==> config.mk <==
export PLATFORM = sky130hd
export DESIGN_NAME = player_attack_ctrl
export DESIGN_NICKNAME = d
export VERILOG_FILES = /design/src/rtl/fighter_pkg.sv /design/src/rtl/btn_edge_latch.sv /design/src/rtl/player_attack_ctrl.sv
export SDC_FILE = /design/constraint.sdc
export NUM_CORES = 1
export LEC_CHECK = 0
export CAP_MARGIN = 0
export CORE_ASPECT_RATIO = 0.7
export CORE_UTILIZATION = 45
export CTS_BUF_LIST = sky130_fd_sc_hd__clkbuf_2
export CTS_CLUSTER_SIZE = 40
export DETAILED_ROUTE_END_ITERATION = 12
export PLACE_DENSITY = 0.73
export SLEW_MARGIN = 20
export SYNTH_ARGS = -nofsm -noshare
export SYNTH_HDL_FRONTEND = slang
export SYNTH_SLANG_ARGS = --single-unit
==> constraint.sdc <==
create_clock -name clk -period 2.4 [get_ports clk]
set_input_delay 0.36 -clock clk [delete_from_list [all_inputs] [get_ports clk]]
set_output_delay 0.36 -clock clk [all_outputs]
set_load 0.05 [all_outputs]
==> src/rtl/fighter_pkg.sv <==
// Shared fighter definitions: attack type codes, phase codes and attack FSM state encoding.
package fighter_pkg;

   localparam int unsigned FRAME_W = 6;
   localparam int unsigned TYPE_W  = 2;
   localparam int unsigned PHASE_W = 2;

   localparam logic [TYPE_W-1:0] ATK_NONE  = 2'd0;
   localparam logic [TYPE_W-1:0] ATK_LIGHT = 2'd1;
   localparam logic [TYPE_W-1:0] ATK_HEAVY = 2'd2;

   localparam logic [PHASE_W-1:0] PH_IDLE     = 2'd0;
   localparam logic [PHASE_W-1:0] PH_STARTUP  = 2'd1;
   localparam logic [PHASE_W-1:0] PH_ACTIVE   = 2'd2;
   localparam logic [PHASE_W-1:0] PH_RECOVERY = 2'd3;

   typedef enum logic [2:0] {
      ST_IDLE,
      ST_STARTUP,
      ST_ACTIVE,
      ST_RECOVERY,
      ST_COOLDOWN
   } atk_state_t;

   // Phase code reported to the animation block; cooldown looks idle.
   function automatic logic [PHASE_W-1:0] phase_of(input atk_state_t s);
      case (s)
         ST_STARTUP:  return PH_STARTUP;
         ST_ACTIVE:   return PH_ACTIVE;
         ST_RECOVERY: return PH_RECOVERY;
         default:     return PH_IDLE;
      endcase
   endfunction

endpackage

==> src/rtl/btn_edge_latch.sv <==
// Button front end: 2-FF synchronizer, rising-edge detect, and a press latch
// that is dropped on every game frame so presses never carry across frames.
module btn_edge_latch (
   input  logic clk,
   input  logic reset,
   input  logic scen,
   input  logic btn,
   output logic pending_c
);

   logic sync1, sync2, prev, pending;
   logic rise_c;

   always_ff @(posedge clk or posedge reset) begin
      if (reset) begin
         sync1   <= 1'b0;
         sync2   <= 1'b0;
         prev    <= 1'b0;
         pending <= 1'b0;
      end else begin
         sync1   <= btn;
         sync2   <= sync1;
         prev    <= sync2;
         pending <= scen ? 1'b0 : pending_c;
      end
   end

   // An edge arriving on the frame clk itself still counts for that frame.
   assign rise_c    = sync2 & ~prev;
   assign pending_c = pending | rise_c;

endmodule

==> src/rtl/player_attack_ctrl.sv <==
// Per-player attack sequencer: turns button presses into startup/active/recovery/
// cooldown sequences stepped once per game frame, with hitstun cancel and one hit per attack.
module player_attack_ctrl
   import fighter_pkg::*;
#(
   parameter int unsigned ATK1_STARTUP  = 3,
   parameter int unsigned ATK1_ACTIVE   = 2,
   parameter int unsigned ATK1_RECOVERY = 6,
   parameter int unsigned ATK2_STARTUP  = 6,
   parameter int unsigned ATK2_ACTIVE   = 3,
   parameter int unsigned ATK2_RECOVERY = 10,
   parameter int unsigned COOLDOWN      = 4
) (
   input  logic               clk,
   input  logic               reset,
   input  logic               SCEN,
   input  logic               btn_atk1,
   input  logic               btn_atk2,
   input  logic               hitstun_active,
   input  logic               hit_landed,
   output logic               attack_active,
   output logic [TYPE_W-1:0]  attack_type,
   output logic [FRAME_W-1:0] attack_frame,
   output logic [PHASE_W-1:0] attack_phase,
   output logic               hitbox_active
);

   localparam int unsigned CNT_W = (COOLDOWN < 2) ? 1 : $clog2(COOLDOWN);
   localparam logic [CNT_W-1:0] CD_LAST = CNT_W'(COOLDOWN - 1);

   // Cumulative phase boundaries per attack type.
   localparam logic [FRAME_W-1:0] L1_ACT  = FRAME_W'(ATK1_STARTUP);
   localparam logic [FRAME_W-1:0] L1_REC  = FRAME_W'(ATK1_STARTUP + ATK1_ACTIVE);
   localparam logic [FRAME_W-1:0] L1_LAST = FRAME_W'(ATK1_STARTUP + ATK1_ACTIVE + ATK1_RECOVERY - 1);
   localparam logic [FRAME_W-1:0] L2_ACT  = FRAME_W'(ATK2_STARTUP);
   localparam logic [FRAME_W-1:0] L2_REC  = FRAME_W'(ATK2_STARTUP + ATK2_ACTIVE);
   localparam logic [FRAME_W-1:0] L2_LAST = FRAME_W'(ATK2_STARTUP + ATK2_ACTIVE + ATK2_RECOVERY - 1);

   localparam atk_state_t POST_ATK = (COOLDOWN == 0) ? ST_IDLE : ST_COOLDOWN;

   atk_state_t          state_q;
   logic [CNT_W-1:0]    cd_cnt;
   logic                hit_done;

   logic                pend1_c, pend2_c;
   logic                start_c, hit_set_c;
   logic [FRAME_W-1:0]  act_start_c, rec_start_c, last_c, frame_inc_c;
   atk_state_t          adv_state_c;

   btn_edge_latch u_btn1 (
      .clk       (clk),
      .reset     (reset),
      .scen      (SCEN),
      .btn       (btn_atk1),
      .pending_c (pend1_c)
   );

   btn_edge_latch u_btn2 (
      .clk       (clk),
      .reset     (reset),
      .scen      (SCEN),
      .btn       (btn_atk2),
      .pending_c (pend2_c)
   );

   // Phase the attack lands in after one more frame.
   always_comb begin
      act_start_c = (attack_type == ATK_HEAVY) ? L2_ACT  : L1_ACT;
      rec_start_c = (attack_type == ATK_HEAVY) ? L2_REC  : L1_REC;
      last_c      = (attack_type == ATK_HEAVY) ? L2_LAST : L1_LAST;
      frame_inc_c = attack_frame + FRAME_W'(1);
      if (frame_inc_c < act_start_c)
         adv_state_c = ST_STARTUP;
      else if (frame_inc_c < rec_start_c)
         adv_state_c = ST_ACTIVE;
      else
         adv_state_c = ST_RECOVERY;
   end

   assign start_c   = !hitstun_active && (pend1_c || pend2_c);
   assign hit_set_c = hit_landed && (state_q == ST_ACTIVE);

   always_ff @(posedge clk or posedge reset) begin
      if (reset) begin
         state_q       <= ST_IDLE;
         cd_cnt        <= '0;
         hit_done      <= 1'b0;
         attack_active <= 1'b0;
         attack_type   <= ATK_NONE;
         attack_frame  <= '0;
         attack_phase  <= PH_IDLE;
         hitbox_active <= 1'b0;
      end else begin
         // A connecting hit kills the hitbox on the next clk, frame or not.
         if (hit_set_c) begin
            hit_done      <= 1'b1;
            hitbox_active <= 1'b0;
         end
         if (SCEN) begin
            case (state_q)
               ST_IDLE: begin
                  if (start_c) begin
                     state_q       <= ST_STARTUP;
                     hit_done      <= 1'b0;
                     attack_active <= 1'b1;
                     attack_type   <= pend1_c ? ATK_LIGHT : ATK_HEAVY;
                     attack_frame  <= '0;
                     attack_phase  <= PH_STARTUP;
                     hitbox_active <= 1'b0;
                  end
               end
               ST_STARTUP, ST_ACTIVE, ST_RECOVERY: begin
                  if (hitstun_active || (attack_frame == last_c)) begin
                     state_q       <= POST_ATK;
                     cd_cnt        <= '0;
                     attack_active <= 1'b0;
                     attack_type   <= ATK_NONE;
                     attack_frame  <= '0;
                     attack_phase  <= PH_IDLE;
                     hitbox_active <= 1'b0;
                  end else begin
                     state_q       <= adv_state_c;
                     attack_frame  <= frame_inc_c;
                     attack_phase  <= phase_of(adv_state_c);
                     hitbox_active <= (adv_state_c == ST_ACTIVE) && !(hit_done || hit_set_c);
                  end
               end
               ST_COOLDOWN: begin
                  // Hitstun freezes the cooldown count where it is.
                  if (!hitstun_active) begin
                     if (cd_cnt == CD_LAST)
                        state_q <= ST_IDLE;
                     else
                        cd_cnt <= cd_cnt + CNT_W'(1);
                  end
               end
               default: state_q <= ST_IDLE;
            endcase
         end
      end
   end

endmodule

# --- Word-level counts from Yosys, hierarchy flattened ---
# Index checks and enable logic that the tools add are counted.
op_classes:
  addsub: 2
  mul: 0
  div: 0
  magnitude_cmp: 2
  eq_ne: 15
  shifts: 0
  muxes: 38
  bitwise: 6
  reduce_logical: 16
op_table:
  columns: ["cell", "n"]
  rows:
  - ["$mux 2", 8]
  - ["$mux 3", 5]
  - ["$mux 1", 13]
  - ["$eq 3x2->1 const B", 4]
  - ["$mux 6", 2]
  - ["$pmux 2 s2", 3]
  - ["$pmux 6 s2", 1]
  - ["$ne 2x2->1 const B", 5]
  - ["$pmux 3 s3", 1]
  - ["$reduce_and 4->1", 2]
  - ["$add 6x1->6 const B", 1]
  - ["$eq 3x1->1 const B", 2]
  - ["$eq 6x5->1", 1]
  - ["$lt 6x3->1", 1]
  - ["$lt 6x4->1", 1]
  - ["$pmux 2 s3", 1]
  - ["$mux 5", 1]
  - ["$reduce_and 5->1", 1]
  - ["$eq 2x2->1 const B", 2]
  - ["$mux 4", 1]
  - ["$pmux 1 s2", 2]
  - ["$reduce_bool 2->1", 2]
  - ["$eq 3x3->1 const B", 1]
  - ["$logic_and 1x1->1", 3]
  - ["other kinds (9)", 15]
totals:
  reg_bits: 26
  latchBits: 0
  ram_bits: 0
  mem_bits_ro: 0
  inputBits: 7
  output_inout_bits: 12
  wordCells: 95
  mem_count: 0

# --- Longest topological paths before layout ---
# Gate-level depths: netlist of run 1.
depth:
  ltp_word: 10
  depth_mapped: 8
  mapped_depth_nobuf: 8

# --- By module ---
# A second synthesis of run 1 with hierarchy kept.
unflattened:
  cells_unflattened: 143
  area_unflattened_um2: 1402.6
by_module_without_submodules:
  columns: ["module", "instances", "cells_per_inst", "area_per_inst_um2", "seq_area_each_um2"]
  rows:
  - ["player_attack_ctrl", 1, 125, 1134.8, 450.4]
  - ["btn_edge_latch", 2, 9, 133.9, 100.1]

# --- Least setup slack after synthesis of run 1 ---
# Ideal clock, no wire load.
synth_path:
  path_kind: "flip-flop to flip-flop"
  start: "reg attack_frame[0]"
  end: "reg attack_phase[0]"
  setup_ns: 0.077
  arrival_ns: 2.203
  required_ns: 2.323
  path_slack_ns: 0.120
  stages_incl_launch_ff: 9
  path_buffers: 0
  synth_period_minus_slack_ns: 2.280
  path_cell_list: "dfrtp_1 -> ha_1 -> xor2_1 -> ha_1 -> nand2b_1 -> a21oi_1 -> o31ai_1 -> o21ai_0 -> a21oi_1"
synth_via:
  elab_chain_cells: 8
  elab_cells_between_ends: 13
  classes_between: "add/sub (1); order compare (2); eq/ne (4); mux (5); reduce/logical (1)"
synth_rtl:
  columns: ["element", "line_no", "rtl"]
  rows:
  - ["start: declaration", "player_attack_ctrl.sv:23", "output logic [FRAME_W-1:0] attack_frame,"]
  - ["start signal: assignment", "player_attack_ctrl.sv:123", "attack_frame <= frame_inc_c;"]
  - ["$add 6x1->6", "player_attack_ctrl.sv:71", "frame_inc_c = attack_frame + FRAME_W'(1);"]
  - ["$lt 6x4->1", "player_attack_ctrl.sv:74", "else if (frame_inc_c < rec_start_c)"]
  - ["$mux 1", "player_attack_ctrl.sv:74", null]
  - ["$mux 2", "player_attack_ctrl.sv:72", "if (frame_inc_c < act_start_c)"]
  - ["$eq 3x2->1 / $eq 3x1->1 (equally long branches)", "fighter_pkg.sv:27", "case (s)"]
  - ["$pmux 2 s3", "fighter_pkg.sv:27", null]
  - ["$mux 2 (*)", "player_attack_ctrl.sv:113", "if (hitstun_active || (attack_frame == last_c)) begin"]
  - ["$pmux 2 s2 (*)", "player_attack_ctrl.sv:100", "case (state_q)"]
  - ["end signal: assignment", "player_attack_ctrl.sv:124", "attack_phase <= phase_of(adv_state_c);"]
  - ["end: declaration", "player_attack_ctrl.sv:24", "output logic [PHASE_W-1:0] attack_phase,"]
# Mark *: on every way between the ends. The rest lies on a longest branch, timed or not.
# A chain may end at the register's enable or synchronous reset.

# --- Worst setup path in the final report of run 1 ---
layout_path:
  start: "reg attack_frame[1]"
  end: "reg attack_phase[0]"
# Same word-level chain as after synthesis.

==> results of run 1 <==
==> routing by layer <==
layer	share of wire (%)	wire length (um)	track usage (%)
met4	0.68	19	5.11
met1	53	1460	30.8
met2	42	1160	27.1
met3	5.0	139	5.00
met5	0	0	0
==> stage by stage <==
| stage | setup WS (ns) | total power [mW] | instance area [um2] | std cells | util (%) |
|---|---|---|---|---|---|
| floorplan | 0.120 | 1.16 | 1360 | 139 | - |
| CTS | 0.182 | 1.66 | 1630 | 195 | 57.6 |
| detailed placement | 0.236 | 1.38 | 1580 | 191 | 56.0 |
| global placement | 0.381 | 1.36 | 1580 | 191 | 56.0 |
| finish | 0.196 | 1.65 | 1630 | 195 | 57.6 |
| global route | 0.0186 | 1.76 | 1630 | 195 | 57.6 |
==> sequential cells by signal, summed over array words and instances, names as in the netlist <==
signal          cells
state_q             3
attack_active       1
hitbox_active       1
u_btn2.sync2        1
attack_type         2
u_btn1.pending      1
u_btn2.sync1        1
hit_done            1
attack_frame        6
u_btn2.prev         1
cd_cnt              2
attack_phase        2
u_btn1.prev         1
u_btn1.sync1        1
u_btn2.pending      1
u_btn1.sync2        1
==> area by class of cell <==
type	instances	area, um2
tap	36	45.0
fill	246	1200
inverter	7	26.3
clock inverter	1	30.0
clock buffer	3	15.0
multi-input combinational	102	663
sequential	26	652
timing repair buffer	20	195
==> power by group <==
part	switching [mW]	leakage (nW)	internal, mW
Sequential	0.106	0.332	0.536
Combinational	0.468	0.355	0.268
Clock	0.128	0.0266	0.143
Total	0.702	0.714	0.947
==> what timing repair did <==
item                       4_1_cts  5_1_grt
setup buffers                    0        0
setup endpoints to repair        0        2
hold buffers                     0        0
gates resized for setup          0        1
==> cell families after synthesis <==
kind of cell             after synthesis  share of synthesized area, %
XOR/XNOR                               3                          1.94
buffers and inverters                 11                          3.23
AO/OA/AOI/OAI                         39                          20.6
multiplexers                           1                         0.829
flip-flops                            26                          47.9
AND/OR/NAND/NOR                       53                          20.0
adder cells (fa/ha/maj)                6                          5.53
==> layout by cell type, fill, tap and decap left out, drive strengths merged, types with 2 or more instances in the layout <==
| cell type | Yosys | final |
|---|---|---|
| xor2 | 2 | 2 |
| nand2 | 16 | 16 |
| nand2b | 5 | 5 |
| o31ai | 3 | 3 |
| buf | 2 | 2 |
| ha | 6 | 6 |
| o2bb2ai | 2 | 2 |
| nor2 | 12 | 12 |
| nor4 | 2 | 2 |
| dfrtp | 26 | 26 |
| a21oi | 8 | 8 |
| nor2b | 3 | 3 |
| nor3 | 2 | 2 |
| inv | 7 | 7 |
| nand3 | 4 | 4 |
| a21boi | 2 | 2 |
| clkdlybuf4s50 | 0 | 18 |
| and3 | 3 | 3 |
| o211ai | 3 | 3 |
| clkbuf | 2 | 3 |
| o21ai | 11 | 11 |
==> tightest hold or removal path: stages <==
cell and delay [ns]:
clkdlybuf4s50_1 0.39, inv_1 0.05, buf_4 0.31
==> worst paths after layout <==
kind,startpoint,to,cells after the start
max in group asynchronous,reset,attack_frame[0],3
setup reg to reg,attack_frame[1],attack_phase[0],8
setup / recovery,attack_frame[1],attack_phase[0],8
hold reg to reg,u_btn1.sync1,u_btn1.sync2,0
hold / removal,reset,state_q[2],3
min in group clk,u_btn1.sync1,u_btn1.sync2,0
==> flow_summary.ini, run 1 <==
[run_status]
status = finished clean

[floorplan]
die_w_um = 67.7
die_h_um = 48.0
coreArea_um2 = 2820
design.die.area_um2 = 3240
initial_core_util_pct = 48.1
rows = 16
io_pins = 19

[clocking]
cts_buffers = 3
tritoncts = done
clock_latency_ns = 0.35
clock_sinks = 26
cts-htree-levels = 1
clock-root-buffer = clkbuf_2
cts_buffer_depth = 2
clk_pin_slew_worst_paths_ns = 0.24

[critical_path]
cp-end-kind = flop
startpoint_type = flop
slowest_delay_ns = 0.51
crit_fanout = 7
rrSetupSlack_ns = 0.20
arrival_ns = 2.50
crit_slowest_cell = dfrtp_1
cp_top_family = compound AO/OA/AOI/OAI gates
worst_ep_required_time_ns = 2.70
crit_chain = ha_1 > xor2_1 > ha_1 > nand2b_1 > a21oi_1 > o31ai_1 > o21ai_0 > a21oi_1
worst-path-buf-inv = 0
worst-setup-path-type = reg -> reg

[placed_design]
gp_congestion = 0.821
portBuffers = 18
dp_hpwl_mm = 2.06

[timing]
holdWs_ns = 0.314
fin_crit_ns = 2.20
tightest_slew_ns = 0.573
rsz0062_at_grt = false
max_slew_margin_pct = 61.7
max_freq_mhz = 454
setup-violations-final = 0
hold_viol = 0
drv_slew = 0
clock_skew_ns = 0.00601
min_period_over_period_pct = 91.8
tns_ns = 0

[synthesis]
yosysSeqAreaShare_pct = 47.9
synth_top_area_share_pct = 47.9
yosys_warnings = 0
synth_top_area_cell = dfrtp_1
ys_ff_latch = 26
syn_area_per_cell_um2 = 9.77
synth_edf_count = 0
yosys_most_used_dff = dfrtp_1
yosys-top-cells-count = dfrtp_1, nand2_1, nor2_1, o21ai_0
synth.area.top_cells = dfrtp_1, ha_1, nand2_1
ys_types = 43
postSynthCellCount = 139
syn-cell-area_um2 = 1360
synthArstFlopShare_pct = 100
synth.net_count = 152
synth_most_common_cell = dfrtp_1

[finish]
finalNetCount = 173
area_growth_pct = 19.8
num_antenna_cells = 0
drive_gt1_share_pct = 9.43

[detailed_routing]
detail_route.wl_per_cell_um = 14.2
vias_per_cell = 5.60
route.detailed.drc = 0
wl_mm = 2.78
ant_nets = 0
vias = 1092
drt_iter0_markers = 30
dr.pass1.iters = 4

[grt]
grt_max_degree = 27
grt_pass1_vias = 898
antenna_found_initial = 0
grt_pass1_wl_mm = 4.53
grt_util_all_layers_pct = 19.9
grt-ovfl-total = 0

[min_path]
min_path_type = in -> async

[power]
power.density_nw_per_um2 = 1010
leakage_nw = 0.714
ir_worst_vdd_mv = 0.570

[flow_run]
maxCapViolCount = 0
No activity file was read; power rests on OpenSTA's default activity.
==> run 2: changes to the inputs <==
- CELL_PAD_IN_SITES_DETAIL_PLACEMENT: default -> 2
- CELL_PAD_IN_SITES_GLOBAL_PLACEMENT: default -> 2
- CORE_UTILIZATION: 45 -> 35
- PLACE_DENSITY: 0.73 -> 0.86
==> run 2 against run 1 <==
  * Power fell by 1.6%
  * Largest power group unchanged
  * Sequential power rose by 2%
  * Via count rose by 6.0%
  * Count of clock-buffer cells in the layout did not move
  * Largest cell class unchanged
  * Cell count rose by 8.2%
==> flow_summary.ini, run 2 (same netlist as run 1, synthesis figures left out) <==
[run_status]
status = finished clean

[critical_path]
slowest_delay_ns = 0.52
cp-end-kind = flop
crit_slowest_cell = dfrtp_1
critPathLaunch = attack_frame[1]
rrSetupSlack_ns = 0.15
crit_chain = ha_1 > xor2_1 > ha_1 > nand2b_1 > a21oi_1 > o31ai_2 > o21ai_0 > a21oi_1
reg2reg_from = attack_frame[1]
arrival_ns = 2.57
startpoint_type = flop
crit_end = attack_phase[0]
rr_worst_depth = 8
worst-setup-path-type = reg -> reg
crit_fanout = 7
worst_ep_required_time_ns = 2.72
reg2reg_to = attack_phase[0]

[placed_design]
dp_hpwl_mm = 2.96
gp_congestion = 0.831
dp_worst_setup_slack_ns = 0.0496
portBuffers = 18
placed_area_um2 = 1610

[timing]
clock_skew_ns = 0.0121
setup-violations-final = 0
tightest_slew_ns = 0.496
max_freq_mhz = 445
max_slew_margin_pct = 66.9
fin_crit_ns = 2.25
drv_slew = 0
fin_ws_ns = 0.151
min_period_over_period_pct = 93.7
hold_viol = 0

[finish]
final_common_cell = dfrtp_1
area_growth_pct = 20.6
multi_input_area_um2 = 668
largest_reg_flops = 6
layout_common_cells = dfrtp_1, clkdlybuf4s50_1, nand2_1
final_cell_area_um2 = 1640
num_antenna_cells = 0
finalNetCount = 175
drive_gt1_share_pct = 10.6
seq_area_um2 = 652
fillers = 417
final_util_pct = 45.2
regMostFlops = attack_frame
biggestRegsByFlops = attack_frame x6, state_q x3

[detailed_routing]
drt_iter0_markers = 62
vias_per_cell = 5.49
dr.pass1.iters = 4
route.detailed.drc = 0
ant_nets = 0
vias = 1158
detail_route.wl_per_cell_um = 18.1
wl_mm = 3.83

[power]
ir_worst_vdd_mv = 0.584
p_sw_mw = 0.760
totalPowerFinal_mw = 1.62
p_clk_share_pct = 10.6
intPower_mw = 0.863
seqPwrFrac_pct = 40.5
leakage_nw = 0.712
switching_share_pct = 46.8
pwr-share-comb_pct = 49.0
power.density_nw_per_um2 = 991

[clocking]
clock_latency_ns = 0.37
cts-htree-levels = 1
cts_buffer_depth = 2
clock-root-buffer = clkbuf_2
clock_sinks = 26
tritoncts = done
clk_pin_slew_worst_paths_ns = 0.25
cts_buffers = 3
cts-hold-fix-buffers = 0

[grt]
grt_max_degree = 27
grt_util_all_layers_pct = 20.1
grt_pass1_wl_mm = 6.20
grt-ovfl-total = 0
antenna_found_initial = 0
grt_pass1_vias = 1213

[floorplan]
die_w_um = 76.4
initial_core_util_pct = 37.4
rows = 18
die_h_um = 54.1
io_pins = 19
design.die.area_um2 = 4140
coreArea_um2 = 3630

[flow_run]
maxCapViolCount = 0

[min_path]
min_path_type = in -> async
## run 2: through the flow
stage	hold WS [ns]	TNS (ns)	std cells
floorplan	0.331	0	139
global placement	0.334	0	207
detailed placement	0.342	0	207
CTS	0.315	0	211
global route	0.315	-0.00156	211
finish	0.313	0	211
## run 2: area by class of cell
type,instances,share of cell area [%]
flip-flops and latches,26,39.8
inverters,7,1.60
clock buffers,3,0.917
multi-input cells,102,40.8
repair buffers,22,12.8
clock inverters,1,0.229
well taps,50,3.82
## run 2: critical path: cells and delay by family, from the launching register on
| family | cells | cell delay (ns) |
|---|---|---|
| adder cells (fa/ha/maj) | 2 | 0.63 |
| XOR/XNOR | 1 | 0.27 |
| flip-flops | 1 | 0.52 |
| AO/OA/AOI/OAI | 4 | 0.70 |
| AND/OR/NAND/NOR | 1 | 0.09 |
## run 2: what timing repair did
| item | CTS | global route |
|---|---|---|
| hold endpoints to repair | 0 | 0 |
| setup endpoints to repair | 0 | 2 |
| setup buffers | 0 | 0 |
| gates resized for setup | 0 | 2 |
## run 2: worst min-delay path by stage
stage | startpoint | endpoint | slack (ns) | cells past startpoint
CTS | reset | hit_done | 0.31 | 3
floorplan | u_btn1.sync1 | u_btn1.sync2 | 0.33 | 0
global placement | u_btn1.sync1 | u_btn1.sync2 | 0.33 | 0
finish | reset | hit_done | 0.31 | 3
detailed placement | u_btn2.sync1 | u_btn2.sync2 | 0.34 | 0
global route | reset | state_q[2] | 0.32 | 3
## run 2: power by group through the flow
| stage | Clock (mW) | Sequential, mW | Combinational, mW |
|---|---|---|---|
| 2_1_floorplan | 0 | 0.795 | 0.368 |
| 3_3_place_gp | 0 | 0.650 | 0.753 |
| 3_5_place_dp | 0 | 0.664 | 0.789 |
| 4_1_cts | 0.181 | 0.656 | 0.793 |
| 5_1_grt | 0.195 | 0.673 | 0.857 |
| 6_report | 0.171 | 0.657 | 0.795 |
## run 2: metal layers
layer,GRT usage (%),vias to the layer above,part of all wire [%],routed length (um)
li1,-,539,-,-
met1,27.1,593,51,1960
met2,33.2,22,44,1680
met3,4.75,4,4.1,157
met4,4.17,0,0.65,25
met5,0,-,0,0
